==> src/rtl/stall_controller.sv <==
// Purpose  : pipeline hazard/stall controller; drives PC and pipeline-register hold muxes,
//            plus bubble/flush for load-use hazards, taken branches, memory waits and HALT.
// Latency  : hold/bubble/flush are Mealy (same cycle as the hazard); halted is registered.
// Backpres.: a memory access freezes all four stages for exactly MEM_WAIT cycles.
// Ports    : i_clk/i_rst_n clock and async active-low reset
//            i_id_rs_a/b, i_id_uses_a/b  ID-stage source registers and their use flags
//            i_ex_rd, i_ex_is_load       EX-stage destination and load flag
//            i_mem_req                   MEM stage holds a load/store (held while frozen)
//            i_branch_taken, i_halt      taken branch in EX, HLT in WB
//            o_*_preserve                hold controls (1 = keep current value)
//            o_idex_bubble, o_ifid_flush NOP insertion into ID/EX and IF/ID
//            o_halted, o_stall_count     halted flag, saturating count of PC-hold cycles
module stall_controller #(
   parameter int MEM_WAIT = 2,
   parameter int CNT_W    = 4
) (
   input  logic        i_clk,
   input  logic        i_rst_n,
   input  logic [2:0]  i_id_rs_a,
   input  logic [2:0]  i_id_rs_b,
   input  logic        i_id_uses_a,
   input  logic        i_id_uses_b,
   input  logic [2:0]  i_ex_rd,
   input  logic        i_ex_is_load,
   input  logic        i_mem_req,
   input  logic        i_branch_taken,
   input  logic        i_halt,
   output logic        o_pc_preserve,
   output logic        o_ifid_preserve,
   output logic        o_idex_preserve,
   output logic        o_exmem_preserve,
   output logic        o_idex_bubble,
   output logic        o_ifid_flush,
   output logic        o_halted,
   output logic [15:0] o_stall_count
);

   typedef enum logic [1:0] {
      ST_RUN  = 2'd0,
      ST_WAIT = 2'd1,
      ST_HALT = 2'd2
   } state_t;

   localparam bit              MEM_EN   = (MEM_WAIT > 0);
   localparam int              LOAD_I   = MEM_EN ? (MEM_WAIT - 1) : 0;
   // The access cycle itself is the first freeze cycle, so the counter holds the
   // number of freeze cycles still to come after it.
   localparam logic [CNT_W-1:0] CNT_LOAD = CNT_W'(LOAD_I);

   state_t            r_state;
   state_t            w_state_nxt;
   logic [CNT_W-1:0]  r_cnt;
   logic [CNT_W-1:0]  w_cnt_nxt;
   logic [15:0]       r_stall_count;

   logic w_hazard;
   logic w_pc;
   logic w_ifid;
   logic w_idex;
   logic w_exmem;
   logic w_bubble;
   logic w_flush;

   // r0 is treated like any other register: a load to r0 still stalls its consumer.
   assign w_hazard = i_ex_is_load &&
                     ((i_id_uses_a && (i_id_rs_a == i_ex_rd)) ||
                      (i_id_uses_b && (i_id_rs_b == i_ex_rd)));

   always_ff @(posedge i_clk or negedge i_rst_n) begin
      if (!i_rst_n) begin
         r_state <= ST_RUN;
         r_cnt   <= '0;
      end else begin
         r_state <= w_state_nxt;
         r_cnt   <= w_cnt_nxt;
      end
   end

   // Priority: halt > memory freeze > branch flush > load-use.
   always_comb begin
      w_state_nxt = r_state;
      w_cnt_nxt   = r_cnt;
      w_pc        = 1'b0;
      w_ifid      = 1'b0;
      w_idex      = 1'b0;
      w_exmem     = 1'b0;
      w_bubble    = 1'b0;
      w_flush     = 1'b0;

      if (r_state == ST_HALT) begin
         {w_pc, w_ifid, w_idex, w_exmem} = 4'b1111;
      end else if (i_halt) begin
         {w_pc, w_ifid, w_idex, w_exmem} = 4'b1111;
         w_state_nxt = ST_HALT;
      end else if ((r_state == ST_RUN) && i_mem_req && MEM_EN) begin
         {w_pc, w_ifid, w_idex, w_exmem} = 4'b1111;
         w_state_nxt = ST_WAIT;
         w_cnt_nxt   = CNT_LOAD;
      end else if ((r_state == ST_WAIT) && (r_cnt != '0)) begin
         {w_pc, w_ifid, w_idex, w_exmem} = 4'b1111;
         w_cnt_nxt = r_cnt - CNT_W'(1);
      end else begin
         // RUN without a new access, or the WAIT advance cycle where the still-high
         // mem_req belongs to the access that just completed and is ignored.
         if (r_state == ST_WAIT) begin
            w_state_nxt = ST_RUN;
         end
         if (i_branch_taken) begin
            w_flush  = 1'b1;
            w_bubble = 1'b1;
         end else if (w_hazard) begin
            w_pc     = 1'b1;
            w_ifid   = 1'b1;
            w_bubble = 1'b1;
         end
      end
   end

   // Counts PC-hold cycles outside HALT; the HALT-entry cycle still counts.
   always_ff @(posedge i_clk or negedge i_rst_n) begin
      if (!i_rst_n) begin
         r_stall_count <= '0;
      end else if (w_pc && (r_state != ST_HALT) && (r_stall_count != 16'hFFFF)) begin
         r_stall_count <= r_stall_count + 16'd1;
      end
   end

   // All outputs are forced low while reset is asserted, including the
   // combinational ones driven straight from the inputs.
   assign o_pc_preserve    = i_rst_n & w_pc;
   assign o_ifid_preserve  = i_rst_n & w_ifid;
   assign o_idex_preserve  = i_rst_n & w_idex;
   assign o_exmem_preserve = i_rst_n & w_exmem;
   assign o_idex_bubble    = i_rst_n & w_bubble;
   assign o_ifid_flush     = i_rst_n & w_flush;
   assign o_halted         = i_rst_n & (r_state == ST_HALT);
   assign o_stall_count    = i_rst_n ? r_stall_count : 16'h0000;

endmodule

==> config.mk <==
export PLATFORM = sky130hd
export DESIGN_NAME = stall_controller
export DESIGN_NICKNAME = d
export VERILOG_FILES = /design/src/rtl/stall_controller.sv
export SDC_FILE = /design/constraint.sdc
export NUM_CORES = 1
export LEC_CHECK = 0
export ABC_AREA = 1
export BUFFER_PORTS_ARGS = -buffer_cell sky130_fd_sc_hd__buf_2
export CORE_UTILIZATION = 50
export CTS_BUF_LIST = sky130_fd_sc_hd__clkbuf_2
export CTS_CLUSTER_SIZE = 8
export DETAILED_ROUTE_END_ITERATION = 10
export PLACE_DENSITY = 0.78
export SLEW_MARGIN = 5
export SYNTH_ARGS = -nofsm -noshare
export SYNTH_HDL_FRONTEND = slang
export SYNTH_SLANG_ARGS = --single-unit
==> constraint.sdc <==
create_clock -name i_clk -period 1.5 [get_ports i_clk]
set_input_delay 0.15 -clock i_clk [delete_from_list [all_inputs] [get_ports i_clk]]
set_output_delay 0.15 -clock i_clk [all_outputs]
set_load 0.01 [all_outputs]
==> summary.md, run 1 <==
| Metric | Value |
|---|---|
| Cells after Synth | 262 |
| Clk Latency, worst-skew pair | 0.35 ns |
| RePlAce Congestion | 0.955 |
| Synth async-reset ratio | 100% |
| CP cell instances | inv_2, ha_4, nand3_4, nand3_4, nand2_4, nor3_4, buf_4, a21oi_2, buf_2 |
| Setup Skew | 0.0121 ns |
| Status | finished with violations |
| Grt total ovfl | 0 |
| Critical Path Most Common Cell | nand3_4 |
| Final min period | 1.97 ns |
| EDFF count, synth | 0 |
| Violated checks | negative setup slack |
| Hold EP | r_state[0] |
| Achievable clock frequency | 508 MHz |
| DRT Pass-1 Iters | 5 |
| Clock sink count | 22 |
| Worst path max stage delay | 0.45 ns |
| Worst path top cell family by delay | flip-flops |
| Reg-to-reg slack, setup | -0.30 ns |
| Tightest Pin Transition | 0.572 ns |
| Worst hold stages | 2 |
| Initial antenna violation count | 0 |
| I/O pins | 40 |
| CP Data Required Time | 1.35 ns |
| Die area | 0.00357 mm^2 |
| Final layout net count | 357 |
| Core area | 0.00310 mm^2 |
| Slew HR | 61.8% |
| Largest net degree at the start of global routing | 21 |
| Critical hold path startpoint | i_halt |
| Vias in the first global route | 1650 |
| Layout cell share with drive strength beyond 1 | 37.7% |
| CP Class | flop to output port |
| Leakage | 1.41 nW |
| Slowest cell on crit path | dfrtp_1 |
| Max cap viols | 0 |
| Die Height | 59.7 um |
| GR Util All Layers | 25.6% |
| Slew Limit Fails | 0 |
| Endpoints failing hold | 0 |
| DR vias | 1969 |
| Prevailing post-synth register cell | dfrtp_1 |
| Crit-path max FO | 3 |
| RSZ-0062 raised after global routing | true |
| Library cells used by synthesis | 23 |
| Synthesis-to-finish area growth | 48.1% |
| CP Launch Point | r_cnt[0] |
| VDD IR max | 0.532 mV |
| Post-DP HPWL | 2890 um |
| Hold WS | 0.159 ns |
| Sequential area share after synthesis | 33.0% |
| FF+latch count, synth | 22 |
| DRC Markers | 0 |
| Max H-tree Level | 1 |
| Power per cell area | 615 mW/mm^2 |
| Final period util | 131% |
| CTS max path bufs | 2 |
| Most frequent cells in the layout | 87 x nand2_1, 44 x inv_1, 39 x buf_2, 29 x buf_4, 21 x dfrtp_1 |
| Total wire length | 5410 um |
| Most common cell after layout, fill and taps aside | nand2_1 |
| Clk pin slew, worst setup/hold paths | 0.22 ns |
| Reg2Reg Launch Point | r_cnt[0] |
| First-pass GRT wire length | 6890 um |
| Starting Density | 53.7% |
| Initial DRC count | 179 |
| Inserted Clock Buffers | 3 |
| Final-report setup violation count | 26 |
| Routed Antenna Nets | 0 |
| Crit start category | flop |
| N_diodes | 0 |
| Mapped cell area | 0.00167 mm^2 |
| WL/cell | 14.2 um |
| Hold Path Class | primary input to flop |
| Vias/cell | 5.17 |
| R2r worst-path depth | 12 |
| Buf+Inv Stages, Crit Path | 3 |
| CTS Root Cell | clkbuf_2 |
| Worst setup EP type | output port |
| Mean Syn Cell Area | 6.36 um^2 |
| Yosys warns | 0 |
| Num rows | 20 |
| Multi-input logic area | 0.00110 mm^2 |
| FF-to-FF End | r_stall_count[9] |
| Final worst slack | -0.467 ns |
| Die X | 59.7 um |
| Fillers | 221 |
| Synth Net Count | 281 |
| # port buffers | 39 |
| Flip-flop and latch area | 552 um^2 |
| CTS tree | built |
| Worst EP arrival | 1.82 ns |
| Setup TNS | -7.56 ns |
synthesized netlist by cell type (2+ instances only):
| library cell | count | area (um^2) |
|---|---|---|
| a21oi_1 | 2 | 10.0 |
| buf_4 | 3 | 22.5 |
| clkbuf_1 | 2 | 7.51 |
| dfrtp_1 | 22 | 551 |
| ha_1 | 2 | 25.0 |
| inv_1 | 50 | 188 |
| nand2_1 | 93 | 349 |
| nand3_1 | 26 | 130 |
| nand3_2 | 3 | 30.0 |
| nand4_1 | 2 | 12.5 |
| nor2_1 | 21 | 78.8 |
| nor3_1 | 6 | 30.0 |
| nor3_2 | 2 | 20.0 |
| o21ai_0 | 6 | 30.0 |
| o22ai_1 | 2 | 12.5 |
| xnor2_1 | 5 | 43.8 |
| xor2_1 | 9 | 78.8 |
area by class of cell:
cell class	count	share of cell area [%]
tap	44	2.23
clock buffer	3	0.608
multi-input combinational	183	44.5
inverter	51	7.86
sequential	22	22.4
timing repair buffer	77	21.2
clock inverter	1	1.22
through the flow:
step	setup WS [ns]	instance area, um^2	instances	total power [mW]	util, %
finish	-0.467	2470	381	1.52	79.6
detailed placement	-0.0587	2070	364	0.970	66.7
global placement	-0.00586	2070	364	0.961	66.7
CTS	-0.410	2210	372	1.44	71.3
floorplan	0.00742	1670	262	0.830	-
global route	-0.561	2470	381	1.59	79.6
sequential cells by signal (all words and copies together) (netlist names):
signal,cells
r_cnt,4
r_stall_count,16
r_state,2
kinds of logic after synthesis:
| group | synth area share, % |
|---|---|
| xor gates and xnor gates | 7.36 |
| DFF | 33.0 |
| buffers and inverters | 14.5 |
| and+or+nand+nor | 40.5 |
| adders and majority gates | 1.50 |
| AOI/OAI and AO/OA | 3.15 |
layer usage:
| layer | vias to the layer above | global-route usage [%] | wire (um) |
|---|---|---|---|
| li1 | 940 | - | - |
| met1 | 907 | 33.1 | 2120 |
| met2 | 93 | 42.5 | 2720 |
| met3 | 29 | 3.46 | 302 |
| met4 | 0 | 11.3 | 266 |
| met5 | - | 0 | 0 |
worst max-delay path by stage:
stage	slack [ns]	cells past startpoint	end
floorplan	0.007	9	o_idex_preserve
global placement	-0.006	10	r_stall_count[4]
detailed placement	-0.06	10	r_stall_count[0]
CTS	-0.41	9	o_idex_bubble
global route	-0.56	9	o_idex_bubble
finish	-0.47	9	o_ifid_preserve
timing repair:
| item | CTS | global route |
|---|---|---|
| endpoints found under the setup margin | 22 | 43 |
| hold endpoints to repair | 22 | 22 |
| hold buffers | 1 | 2 |
| cloned | 0 | 1 |
| setup buffers | 3 | 7 |
| resized for setup | 15 | 45 |
| pin swaps | 6 | 19 |
power by group:
group | total (mW) | switching (mW) | internal (mW)
Clock | 0.426 | 0.197 | 0.230
Combinational | 0.439 | 0.236 | 0.203
Sequential | 0.653 | 0.0227 | 0.631
Total | 1.52 | 0.455 | 1.06
Note: power is estimated with default switching activity, not from simulation.
==> run 2: changes to the inputs <==
--- a/config.mk
+++ b/config.mk
@@ -12,7 +12,8 @@
 export CTS_CLUSTER_SIZE = 8
 export DETAILED_ROUTE_END_ITERATION = 10
 export PLACE_DENSITY = 0.78
-export SLEW_MARGIN = 5
+export SLEW_MARGIN = 40
 export SYNTH_ARGS = -nofsm -noshare
 export SYNTH_HDL_FRONTEND = slang
 export SYNTH_SLANG_ARGS = --single-unit
+export TNS_END_PERCENT = 1
==> run 2 against run 1 <==
Net effect:
- the run still ends with negative setup slack left
- register-to-register slack improved by 0.20 ns
- clock skew decreased by 0.0099 ns
- power decreased by 4.2%
- utilization decreased by 8.4 points
- die area unchanged
- critical path type unchanged
- highest routed layer unchanged
==> summary.md, run 2 (synthesized netlist as in run 1, its figures left out) <==
| Metric | Value |
|---|---|
| Total wire length | 3780 um (-30%) |
| DRC Markers | 0 (unchanged) |
| Die area | 0.00357 mm^2 (unchanged) |
| Core area | 0.00310 mm^2 (unchanged) |
| Final period util | 127% (-4.1 points) |
| Post-DP HPWL | 2890 um (unchanged) |
| Final layout net count | 350 (-2.0%) |
| Routed Antenna Nets | 0 (unchanged) |
| VDD IR max | 0.518 mV (-2.6%) |
| Largest register FFs | 16 (unchanged) |
| Max H-tree Level | 1 (unchanged) |
| Most frequent cells in the layout | 92 x nand2_1, 46 x inv_1, 39 x buf_2, 29 x buf_4, 24 x nand3_1 |
| Die X | 59.7 um (unchanged) |
| Inserted Clock Buffers | 3 (unchanged) |
| Largest Register | r_stall_count |
| Reg-to-reg slack, setup | -0.10 ns (+0.20 ns) |
| Vias in the first global route | 1586 (-3.9%) |
| Max cap viols | 0 (unchanged) |
| Final worst slack | -0.405 ns (+0.0617 ns) |
| Slew HR | 83.8% (+22 points) |
| Clk Latency, worst-skew pair | 0.36 ns (about the same) |
| Worst EP arrival | 1.76 ns (-0.06 ns) |
| RSZ-0062 raised after global routing | true |
| Tightest Pin Transition | 0.242 ns (-0.330 ns) |
| Clk pin slew, worst setup/hold paths | 0.22 ns (about the same) |
| Final-report setup violation count | 23 (-12%) |
| N_diodes | 0 (unchanged) |
| R2r worst-path depth | 11 (-1) |
| CTS max path bufs | 2 (unchanged) |
| WL/cell | 10.1 um (-29%) |
| Most common cell after layout, fill and taps aside | nand2_1 |
| Final core occ | 71.2% (-8.4 points) |
| Slew Limit Fails | 0 (unchanged) |
| Crit-path max FO | 3 (unchanged) |
| Initial DRC count | 73 (-59%) |
| Setup Skew | 0.00218 ns (-0.00991 ns) |
| DRT Pass-1 Iters | 4 (-1) |
| DR vias | 1735 (-12%) |
| Status | finished with violations |
| GR Util All Layers | 24.5% (-1.1 points) |
| Power per cell area | 659 mW/mm^2 (+7.1%) |
| # port buffers | 39 (unchanged) |
| CTS tree | built |
| Clock sink count | 22 (unchanged) |
| Grt total ovfl | 0 (unchanged) |
| Achievable clock frequency | 525 MHz (+3.2%) |
| Crit start category | flop |
| RePlAce Congestion | 0.955 (unchanged) |
| Worst hold stages | 2 (unchanged) |
| Violated checks | negative setup slack |
| Starting Density | 53.7% (unchanged) |
| Num rows | 20 (unchanged) |
| I/O pins | 40 (unchanged) |
| Vias/cell | 4.64 (-10%) |
| Hold Path Class | primary input to flop |
| Die Height | 59.7 um (unchanged) |
| CTS Root Cell | clkbuf_2 |
| Leakage | 1.36 nW (-3.8%) |
| CP Data Required Time | 1.35 ns (about the same) |
| Final min period | 1.91 ns (-0.0617 ns) |
| Initial antenna violation count | 0 (unchanged) |
| First-pass GRT wire length | 6600 um (-4.1%) |
| Largest net degree at the start of global routing | 21 (unchanged) |
| Layout cell share with drive strength beyond 1 | 28.2% (-9.5 points) |
| Top flop regs | r_stall_count (16), r_cnt (4), r_state (2) |
| Synthesis-to-finish area growth | 32.5% |
| Final Instance Area | 0.00221 mm^2 (-11%) |
| Endpoints failing hold | 0 (unchanged) |
| Post-Place Cell Area | 0.00207 mm^2 (unchanged) |
| CP Class | flop to output port |
| Worst setup EP type | output port |
==> run 2: cell count changes in the layout (fill, tap and decap cells not counted), sizes merged <==
cell	change
dlygate4sd3	-1
buf	-5
nand2	-1
==> run 2: where the power goes <==
part           switching (mW)  internal (mW)
clock network           0.201          0.230
registers              0.0215          0.631
logic                   0.197          0.175
==> run 2: cell type report <==
class / instances / area (um^2)
clock buffer: 3 / 15.0
tap: 44 / 55.1
multi-input combinational: 182 / 921
fill: 291 / 895
timing repair buffer: 71 / 445
inverter: 51 / 191
clock inverter: 1 / 30.0
sequential: 22 / 551
==> run 2: layer usage <==
layer  part of all wire, %  global-route usage, %  vias to the layer above
met3                   2.6                   4.11                        9
met5                     0                      0                        -
li1                      -                      -                      927
met2                    48                   40.2                       39
met1                    48                   32.0                      760
met4                   1.7                   9.63                        0
==> run 2: repair_timing <==
item                       CTS  global route
hold buffers                 1             0
resized for setup            7             5
setup endpoints to repair   22            43
pin swaps                    5             1
hold endpoints to repair    22             0
setup buffers                3             2
==> run 2: worst paths after layout <==
| check | start | end |
|---|---|---|
| worst max-delay path | r_cnt[0] | o_exmem_preserve |
| worst min-delay path | i_halt | r_state[0] |
| worst max register to register | r_cnt[0] | r_stall_count[14] |
| worst min register to register | r_stall_count[15] | r_stall_count[15] |
| max in group asynchronous | i_rst_n | r_stall_count[12] |
| min in group asynchronous | i_rst_n | r_stall_count[15] |
==> run 2: worst max-delay path, cell delays in order (launching register included) <==
cell	delay, ns
dfrtp_1	0.43
inv_2	0.06
ha_4	0.17
nand3_4	0.08
nand3_2	0.07
nand2_2	0.09
nor3_4	0.05
or2_2	0.28
inv_2	0.05
buf_2	0.11
==> run 2: stage by stage <==
step | worst slack [ns] | power, mW | instances | hold WS, ns | TNS, ns
after floorplan | 0.00742 | 0.830 | 262 | -0.146 | 0
after global placement | -0.00586 | 0.961 | 364 | 0.141 | -0.00984
after detailed placement | -0.0587 | 0.970 | 364 | 0.147 | -0.756
after CTS | -0.410 | 1.43 | 372 | 0.0193 | -2.89
after global routing | -0.501 | 1.54 | 374 | 0.0524 | -6.38
final | -0.405 | 1.45 | 374 | 0.0581 | -3.45
